## config.mk

```make
export PLATFORM = sky130hd
export DESIGN_NAME = spi_flash_responder
export DESIGN_NICKNAME = d
export VERILOG_FILES = /design/src/rtl/spi_flash_responder.sv
export SDC_FILE = /design/constraint.sdc
export NUM_CORES = 1
export LEC_CHECK = 0
export BUFFER_PORTS_ARGS = -buffer_cell sky130_fd_sc_hd__buf_2
export CORE_ASPECT_RATIO = 0.5
export CORE_UTILIZATION = 54
export DETAILED_ROUTE_END_ITERATION = 16
export GPL_ROUTABILITY_DRIVEN = 0
export HOLD_SLACK_MARGIN = 0.08
export PLACE_DENSITY_LB_ADDON = 0.08
export SLEW_MARGIN = 20
export SYNTH_ARGS = -nofsm -noshare
export SYNTH_HDL_FRONTEND = slang
export SYNTH_SLANG_ARGS = --single-unit
export TNS_END_PERCENT = 5
```

## constraint.sdc

```tcl
create_clock -name clk -period 2 [get_ports clk]
set_input_delay 0.3 -clock clk [delete_from_list [all_inputs] [get_ports clk]]
set_output_delay 0.3 -clock clk [all_outputs]
set_load 0.05 [all_outputs]
```

## src/rtl/spi_flash_responder.sv

```systemverilog
// SPI mode-0 flash responder: READ (0x03) from a one-cycle-latency memory port and
// JEDEC ID (0x9F). All SPI pins are oversampled in the clk domain.
`timescale 1ns/1ps
module spi_flash_responder #(
  parameter int          ADDR_BITS = 16,
  parameter logic [23:0] JEDEC_ID  = 24'hEF4016
) (
  input  logic                 clk,
  input  logic                 resetn,
  input  logic                 spi_csb,
  input  logic                 spi_clk,
  input  logic                 spi_mosi,
  output logic                 spi_miso,
  output logic                 spi_miso_oe,
  output logic                 mem_valid,
  output logic [ADDR_BITS-1:0] mem_addr,
  input  logic [7:0]           mem_rdata,
  output logic                 busy,
  output logic                 cmd_err
);

  localparam int RXW = (ADDR_BITS > 8) ? ADDR_BITS - 1 : 7;

  typedef enum logic [2:0] {IDLE, CMD, ADDR, DATA, ID, IGNORE} state_e;

  state_e state_q, state_d;

  logic csb_s1_q, csb_s2_q, csb_prev_q;
  logic sclk_s1_q, sclk_s2_q, sclk_prev_q;
  logic mosi_s1_q, mosi_s2_q;
  logic [1:0] fill_q;
  logic armed_q;

  logic [RXW-1:0]       rx_q;
  logic [4:0]           bit_cnt_q;
  logic [7:0]           tx_q, hold_q;
  logic [23:0]          id_q;
  logic                 first_q, rd_pend_q, pend_tx_q;
  logic                 miso_q, oe_q, mem_valid_q;
  logic [ADDR_BITS-1:0] mem_addr_q;

  logic csb_rise, csb_fall, sclk_rise, sclk_fall, start;
  logic [7:0] opcode, data_src;
  logic [ADDR_BITS-1:0] addr_low;

  always_ff @(posedge clk or negedge resetn) begin
    if (!resetn) begin
      csb_s1_q    <= 1'b1;
      csb_s2_q    <= 1'b1;
      csb_prev_q  <= 1'b1;
      sclk_s1_q   <= 1'b0;
      sclk_s2_q   <= 1'b0;
      sclk_prev_q <= 1'b0;
      mosi_s1_q   <= 1'b0;
      mosi_s2_q   <= 1'b0;
      fill_q      <= 2'b00;
      armed_q     <= 1'b0;
    end else begin
      csb_s1_q    <= spi_csb;
      csb_s2_q    <= csb_s1_q;
      csb_prev_q  <= csb_s2_q;
      sclk_s1_q   <= spi_clk;
      sclk_s2_q   <= sclk_s1_q;
      sclk_prev_q <= sclk_s2_q;
      mosi_s1_q   <= spi_mosi;
      mosi_s2_q   <= mosi_s1_q;
      fill_q      <= {fill_q[0], 1'b1};
      // Only arm once the synchronizer holds a real idle level, so a csb that was
      // already low when reset released is not mistaken for a fresh select.
      armed_q     <= armed_q | (fill_q[1] & csb_s2_q);
    end
  end

  assign csb_rise  = csb_s2_q & ~csb_prev_q;
  assign csb_fall  = ~csb_s2_q & csb_prev_q;
  assign start     = csb_fall & armed_q;
  assign sclk_rise = sclk_s2_q & ~sclk_prev_q & ~csb_rise;
  assign sclk_fall = ~sclk_s2_q & sclk_prev_q & ~csb_rise;
  assign opcode    = {rx_q[6:0], mosi_s2_q};
  assign addr_low  = {rx_q[ADDR_BITS-2:0], mosi_s2_q};
  assign data_src  = first_q ? tx_q : hold_q;

  always_ff @(posedge clk or negedge resetn) begin
    if (!resetn) state_q <= IDLE;
    else         state_q <= state_d;
  end

  always_comb begin
    state_d = state_q;
    if (csb_rise) begin
      state_d = IDLE;
    end else begin
      case (state_q)
        IDLE: if (start) state_d = CMD;
        CMD:
          if (sclk_rise && bit_cnt_q == 5'd7) begin
            case (opcode)
              8'h03:   state_d = ADDR;
              8'h9F:   state_d = ID;
              default: state_d = IGNORE;
            endcase
          end
        ADDR: if (sclk_rise && bit_cnt_q == 5'd23) state_d = DATA;
        default: state_d = state_q;
      endcase
    end
  end

  always_comb begin
    busy    = ~csb_s2_q;
    cmd_err = 1'b0;
    if (state_q == CMD && sclk_rise && bit_cnt_q == 5'd7 &&
        opcode != 8'h03 && opcode != 8'h9F && opcode != 8'hAB && opcode != 8'hFF)
      cmd_err = 1'b1;
  end

  always_ff @(posedge clk or negedge resetn) begin
    if (!resetn) begin
      rx_q        <= '0;
      bit_cnt_q   <= '0;
      tx_q        <= '0;
      hold_q      <= '0;
      id_q        <= '0;
      first_q     <= 1'b0;
      rd_pend_q   <= 1'b0;
      pend_tx_q   <= 1'b0;
      miso_q      <= 1'b0;
      oe_q        <= 1'b0;
      mem_valid_q <= 1'b0;
      mem_addr_q  <= '0;
    end else begin
      mem_valid_q <= 1'b0;
      rd_pend_q   <= mem_valid_q;
      // Read data lands one cycle after the strobe; after an abort it is dropped.
      if (rd_pend_q) begin
        pend_tx_q <= 1'b0;
        if (state_q == DATA) begin
          if (pend_tx_q) tx_q   <= mem_rdata;
          else           hold_q <= mem_rdata;
        end
      end
      if (csb_rise) begin
        miso_q <= 1'b0;
        oe_q   <= 1'b0;
      end else begin
        case (state_q)
          IDLE:
            if (start) begin
              bit_cnt_q <= '0;
              rx_q      <= '0;
              pend_tx_q <= 1'b0;
            end
          CMD:
            if (sclk_rise) begin
              rx_q <= {rx_q[RXW-2:0], mosi_s2_q};
              if (bit_cnt_q == 5'd7) begin
                bit_cnt_q <= '0;
                id_q      <= JEDEC_ID;
              end else begin
                bit_cnt_q <= bit_cnt_q + 5'd1;
              end
            end
          ADDR:
            if (sclk_rise) begin
              rx_q <= {rx_q[RXW-2:0], mosi_s2_q};
              if (bit_cnt_q == 5'd23) begin
                bit_cnt_q   <= '0;
                mem_valid_q <= 1'b1;
                mem_addr_q  <= addr_low;
                pend_tx_q   <= 1'b1;
                first_q     <= 1'b1;
              end else begin
                bit_cnt_q <= bit_cnt_q + 5'd1;
              end
            end
          DATA:
            if (sclk_fall) begin
              oe_q      <= 1'b1;
              bit_cnt_q <= {2'b00, bit_cnt_q[2:0] + 3'd1};
              if (bit_cnt_q[2:0] == 3'd0) begin
                // Byte boundary: start the next byte and prefetch the one after it.
                miso_q      <= data_src[7];
                tx_q        <= {data_src[6:0], 1'b0};
                first_q     <= 1'b0;
                mem_valid_q <= 1'b1;
                mem_addr_q  <= mem_addr_q + 1'b1;
              end else begin
                miso_q <= tx_q[7];
                tx_q   <= {tx_q[6:0], 1'b0};
              end
            end
          ID:
            if (sclk_fall) begin
              oe_q   <= 1'b1;
              miso_q <= id_q[23];
              id_q   <= {id_q[22:0], 1'b0};
            end
          default: ;
        endcase
      end
    end
  end

  assign spi_miso    = miso_q;
  assign spi_miso_oe = oe_q;
  assign mem_valid   = mem_valid_q;
  assign mem_addr    = mem_addr_q;

endmodule

```

==> out/metrics.cfg, run 1 <==
[layout]
final_util_pct=70.1
layout-drive-gt1-share_pct=23.5
nets=487
antenna_cells=0
area_delta_synth_final_pct=21.2

[synth]
yosysTopAreaCell=dfrtp_1
synthCells=406
syn-cell-area_mm2=0.00439
synthDistinctLibCells=59
synth_ff_type=dfrtp_1
ys_seq_area_share_pct=54.2
async_reset_ff_share_pct=100
synth-edff-count=0
yosys.area.top_type_share_pct=52.4
synth_most_common_cell=dfrtp_1
ys_ff_latch=95
yosys_warnings=0
synth_area_leaders=dfrtp_1 52%, a22o_1 5.6%, a21oi_1 3.4%
syn_nets=422
ys_top_cells_by_count=92 x dfrtp_1, 30 x a21oi_1, 29 x nand2_1, 28 x a22o_1, 25 x nor2_1
syn_area_per_cell_um2=10.8

[clocking]
numCtsBuffers=9
h-tree-depth=3
clk_pin_slew_ps=70
clk_latency_ps=340
clockBufferDepth=2
cts_num_sinks=95
cts_tree=yes
cts-root-buf=clkbuf_16

[detailed_routing]
drc=0
ant_nets=0
num_vias=3523
via_per_inst=6.03
finalWirelength_um=10100
detail_route.first_pass.iterations=5
routedWlPerCell_um=17.3
drt_iter0_markers=371

[sta]
finClkSkew_ps=4.29
relSlewSlack_pct=65.9
setup_viol=1
worst_slack_ps=-254
period_needed_ps=2250
report.final.slew_viol_count=0
final-hold-violation-count=0
rsz0062_at_grt=yes
tightest_slew_ps=511
post-route-period-util_pct=113
max_freq_mhz=444

[global_routing]
antenna_found_initial=0
grt.total_usage_pct=26.7
grt_pass1_vias=3459
grt_pass1_wl_um=17000
grt_max_degree=47
grt_remaining_overflow=0

[die]
start_util_pct=57.8
die_area_mm2=0.00852
num_rows=22
die_w_um=130
fp.dieH_um=65.8
ioPinCount=34
core_mm2=0.00760

[setup_path]
critPathSlowestCell=or4_4
critPathMaxStageDelay_ps=560
path_buf_inv=1
crit_family=simple AND/OR/NAND/NOR gates
critical_path_class=reg -> out
end_kind=output port
rr_worst_depth=5
cp.required_ps=1700
startpoint_type=flip-flop
cp.depth=5
cp_max_fo=2
worstPathCellList=or4_4 > a2111oi_4 > nor2_1 > o311a_1 > buf_6
arrival_ps=1950

[power_and_ir_drop]
power_density_mw_per_mm2=930
power.leakage_nw=2.49
ir_worst_vdd_uv=583

[placed_design]
dp_hpwl_um=6990
preCtsSetupSlack_ps=-37.7
io_buffers=33

[run]
max_cap_violations=0

[run_status]
violations=negative setup slack
status=finished, violations left

[min_path]
hold_class=in -> reg
whs_path_depth=2

[placed cells by master, fill, tap and decap left out, drive strengths merged, types with 3 or more instances in the layout]
cell and n:
dfrtp 92, buf 72, a21oi 30, nand2 29, a22o 28, nor2 25, o21ai 19, o22a 14
nand3 12, mux2i 12, clkbuf 12, nor2b 10, nand4 10, nand2b 9, mux2 8, a211oi 8
nor3 8, inv 6, and3 5, a2bb2oi 4, o22ai 4, dlygate4sd3 4, or4 4, nand3b 3
a31oi 3, dfstp 3, a21o 3, nor3b 3, ha 3
[flip-flops by register name, indices dropped and copies added (netlist names), 2 cells and up]
register,flops
id_q,23
mem_addr,16
rx_q,15
hold_q,8
tx_q,8
bit_cnt_q,5
state_q,3
fill_q,2
[final timing paths]
| path | from | endpoint | slack (ps) |
|---|---|---|---|
| max | rx_q[1] | cmd_err | -250 |
| min | mem_rdata[3] | hold_q[3] | 200 |
| max reg2reg | bit_cnt_q[0] | id_q[16] | 70 |
| min reg2reg | csb_s1_q | csb_s2_q | 360 |
| max in group asynchronous | resetn | id_q[15] | 930 |
| min in group asynchronous | resetn | tx_q[3] | 420 |
[power breakdown]
part           internal, mW  total, mW  switching, mW  leakage, nW
sequential             2.02       2.12         0.0945         1.25
combinational         0.484       1.08          0.599         1.09
clock                  1.04       1.75          0.711        0.153
total                  3.55       4.95           1.40         2.49
[area by class of cell]
cell class / instances / area [um^2]
sequential: 95 / 2380
fill: 583 / 2270
multi-input combinational: 284 / 1930
timing repair buffer: 76 / 548
clock buffer: 12 / 256
tap: 108 / 135
clock inverter: 4 / 52.6
inverter: 5 / 18.8
[per-stage QoR]
stage	hold WS, ps	area, um^2	total power [mW]	setup TNS (ps)	std cells
after global routing	200	5330	5.20	-731	584
after global placement	232	4920	3.10	0	563
final	203	5330	4.95	-254	584
after floorplan	4.41	4390	2.73	0	406
after CTS	191	5310	4.98	-263	584
after detailed placement	239	4920	3.14	-44.5	563
[what timing repair did]
action,4_1_cts,5_1_grt
buffers inserted,1,0
hold buffers,4,0
gates resized for setup,8,5
hold endpoints to repair,28,0
gates cloned,0,0
endpoints found under the setup margin,11,32
pin swaps,1,9
[metal layers]
metal,track usage (%),vias up,wire (um)
met5,0,-,0
met2,41.9,116,4690
met3,6.80,10,663
li1,-,1651,-
met4,7.41,0,97
met1,37.0,1746,4630
[cells by family (layout without fill, tap and decap cells)]
kind of cell    count (synthesis)  in the layout  synth area share (%)
fa+ha+maj                       3              3                 0.854
compound gates                129            129                  21.1
flops                          95             95                  54.2
other cells                     1              1                0.0853
buf+inv                        27             97                  2.85
simple gates                  130            130                  16.0
mux                            20             20                  4.78
xor+xnor                        1              1                 0.199
Note: power is estimated with default switching activity, not from simulation.
==> run 2: changes to the inputs <==
Settings changed: ABC_AREA from default to 1, CORE_UTILIZATION 54 to 55.
==> run 2 against run 1 <==
Against the previous run: the flow now finishes without violations; cell count up 32%; setup slack better by 310 ps; clock power down 5%; design area up 7.3%; first-iteration DRC count down 36%; critical endpoint unchanged; non-clock buffer count down 16; total power up 23%; clock-buffer cell count down 1; sequential share of layout area down 3.0 points; wire length up 2.0%; fmax up 16%; synthesized cell count up 47%.
==> out/metrics.cfg, run 2 <==
[die]
start_util_pct=56.9  ; was 57.8%
die_w_um=136  ; was 130 um
die_area_mm2=0.00945  ; was 0.00852 mm^2
core_mm2=0.00874  ; was 0.00760 mm^2
ioPinCount=34  ; unchanged
num_rows=24  ; was 22
fp.dieH_um=69.2  ; was 65.8 um

[layout]
final_common_cell=nand2_1  ; was dfrtp_1
max_flop_register=id_q  ; unchanged
largest_reg_flops=23  ; unchanged
final_cell_mix=165 x nand2_1, 91 x dfrtp_1, 55 x nand3_1, 50 x inv_1, 43 x nor2_1  ; was 92 x dfrtp_1, 36 x buf_4, 31 x buf_2, 30 x a21oi_1, 29 x nand2_1
antenna_cells=0  ; unchanged
final_cell_area_mm2=0.00572  ; was 0.00533 mm^2
area_delta_synth_final_pct=14.9  ; was 21.2%
layout-drive-gt1-share_pct=22.2  ; was 23.5%
nets=664  ; was 487

[clocking]
cts_tree=yes  ; unchanged
clockBufferDepth=2  ; unchanged
cts-root-buf=clkbuf_16  ; unchanged
clk_latency_ps=340  ; about the same
clk_pin_slew_ps=70  ; about the same
numCtsBuffers=9  ; unchanged
h-tree-depth=3  ; unchanged
cts_num_sinks=95  ; unchanged

[synth]
ys_top_cells_by_count=167 x nand2_1, 92 x dfrtp_1, 56 x nand3_1, 50 x inv_1, 45 x nor2_1  ; was 92 x dfrtp_1, 30 x a21oi_1, 29 x nand2_1, 28 x a22o_1, 25 x nor2_1
synth_ff_type=dfrtp_1  ; unchanged
syn-cell-area_mm2=0.00497  ; was 0.00439 mm^2
yosys_warnings=0  ; unchanged
async_reset_ff_share_pct=100  ; unchanged
ys_ff_latch=95  ; unchanged
syn_area_per_cell_um2=8.33  ; was 10.8 um^2
synthDistinctLibCells=40  ; was 59
synth_area_leaders=dfrtp_1 46%, nand2_1 13%, nand3_1 5.6%  ; was dfrtp_1 52%, a22o_1 5.6%, a21oi_1 3.4%
yosysTopAreaCell=dfrtp_1  ; unchanged
syn_nets=613  ; was 422
synth_most_common_cell=nand2_1  ; was dfrtp_1
yosys.area.top_type_share_pct=46.3  ; was 52.4%
synth-edff-count=0  ; unchanged
synthCells=597  ; was 406
ys_seq_area_share_pct=47.9  ; was 54.2%

[global_routing]
grt_pass1_wl_um=17800  ; was 17,000 um
grt_max_degree=47  ; unchanged
antenna_found_initial=0  ; unchanged
grt_pass1_vias=3853  ; was 3,459
grt_remaining_overflow=0  ; unchanged
grt.total_usage_pct=24.1  ; was 26.7%

[sta]
relSlewSlack_pct=65.4  ; was 65.9%
rsz0062_at_grt=yes  ; unchanged
max_freq_mhz=514  ; was 444 MHz
post-route-period-util_pct=97.2  ; was 113%
whs_ps=186  ; was 203 ps
final-hold-violation-count=0  ; unchanged
finClkSkew_ps=5.09  ; was 4.29 ps
report.final.slew_viol_count=0  ; unchanged
tightest_slew_ps=519  ; was 511 ps
setup_viol=0  ; was 1
period_needed_ps=1940  ; was 2250 ps

[detailed_routing]
detail_route.first_pass.iterations=5  ; unchanged
finalWirelength_um=10300  ; was 10,100 um
routedWlPerCell_um=13.4  ; was 17.3 um
drt_iter0_markers=236  ; was 371
via_per_inst=5.25  ; was 6.03
num_vias=4044  ; was 3,523
drc=0  ; unchanged
ant_nets=0  ; unchanged

[setup_path]
ff2ff_setup_slack_ps=100  ; was 70 ps
critPathMaxStageDelay_ps=420  ; was 560 ps
critical_path_class=reg -> out  ; unchanged
end_kind=output port  ; unchanged
arrival_ps=1640  ; was 1950 ps
cp.required_ps=1700  ; about the same
cp_max_fo=4  ; was 2
r2r_start=bit_cnt_q[0]  ; unchanged
startpoint_type=flip-flop  ; unchanged
worstPathCellList=inv_1 > nor3_2 > nand4_1 > a21oi_1 > nor2_1 > buf_6  ; was or4_4 > a2111oi_4 > nor2_1 > o311a_1 > buf_6
critPathSlowestCell=dfrtp_1  ; was or4_4
rr_worst_depth=9  ; was 5
r2r-end=tx_q[5]  ; was id_q[16]

[min_path]
min_to=tx_q[3]  ; was hold_q[3]
min-delay-start=mem_rdata[3]  ; unchanged
whs_path_depth=3  ; was 2
hold_class=in -> reg  ; unchanged

[power_and_ir_drop]
power.leakage_nw=2.75  ; was 2.49 nW
ir_worst_vdd_uv=653  ; was 583 uV
power_density_mw_per_mm2=1060  ; was 930 mW/mm^2

[placed_design]
placed_area_mm2=0.00528  ; was 0.00492 mm^2
dp_hpwl_um=7100  ; was 6990 um
io_buffers=33  ; unchanged

[run]
max_cap_violations=0  ; unchanged

[run_status]
status=complete, no violations  ; was finished, violations left

==> run 2: cell types whose count changed after synthesis, moves of 11 or more <==
cell,delta
mux2i_1,-11
o22a_1,-14
nor2_1,+20
nand3_1,+44
o21ai_2,+24
a22o_1,-28
nand2_1,+138
o21ai_1,+12
o21ai_0,+18
inv_1,+45
==> run 2: final cells by class <==
class,count,area [um^2]
clock inverters,5,38.8
well taps,117,146
flip-flops and latches,95,2380
multi-input cells,428,2270
clock buffers,11,253
repair buffers,60,412
inverters,54,210
fillers,747,3020
==> run 2: worst max-delay path: cells and delay by family, from the launching register on <==
family | cells | cell delay, ps
and+or+nand+nor | 3 | 430
DFF | 1 | 420
buffers and inverters | 2 | 280
AOI/OAI and AO/OA | 1 | 180
==> run 2: how the worst max path moves through the flow <==
stage / start / cells past startpoint / to
after floorplan: bit_cnt_q[0] / 7 / cmd_err
after global placement: bit_cnt_q[0] / 8 / cmd_err
after detailed placement: bit_cnt_q[1] / 8 / cmd_err
after CTS: rx_q[2] / 6 / cmd_err
after global routing: bit_cnt_q[0] / 8 / cmd_err
final: rx_q[2] / 6 / cmd_err
==> run 2: cell families (layout without fill, tap and decap cells) <==
kind of cell               Yosys count  in the layout  synth area share [%]
AOI/OAI and AO/OA                  101            101                  12.4
xor gates and xnor gates             2              2                 0.352
adders and majority gates            3              3                 0.755
buffers and inverters               74            130                  7.17
DFF                                 95             95                  47.9
muxes                                9              9                  2.01
other                                1              1                0.0754
and+or+nand+nor                    312            312                  29.4
==> run 2: stage by stage <==
stage,TNS [ps],instances,utilization (%),total power [mW],worst slack [ps]
floorplan,0,597,-,3.91,2.88
global route,-220,770,65.4,6.46,-103
CTS,0,766,64.7,6.04,2.92
finish,0,770,65.4,6.08,55.4
global placement,0,742,60.4,4.27,209
detailed placement,0,742,60.4,4.31,204
==> run 2: where the power goes <==
part	internal, mW	leakage, nW	switching, mW
clock	0.924	0.148	0.744
sequential	2.24	1.22	0.234
combinational	0.647	1.39	1.29
total	3.81	2.75	2.26
==> run 2: routing by layer <==
layer / vias up / GRT usage [%] / routed length, um / part of all wire (%)
li1: 2060 / - / - / -
met1: 1906 / 32.7 / 4930 / 48
met2: 67 / 37.3 / 4790 / 47
met3: 11 / 6.43 / 435 / 4.2
met4: 0 / 8.52 / 140 / 1.4
met5: - / 0 / 0 / 0
==> run 2: timing repair <==
item,CTS,global route
hold buffers,4,0
gates resized for setup,6,10
endpoints found under the setup margin,1,1
buffers inserted,4,4
cloned,0,0
endpoints found under the hold margin,38,0
pin swaps,4,4
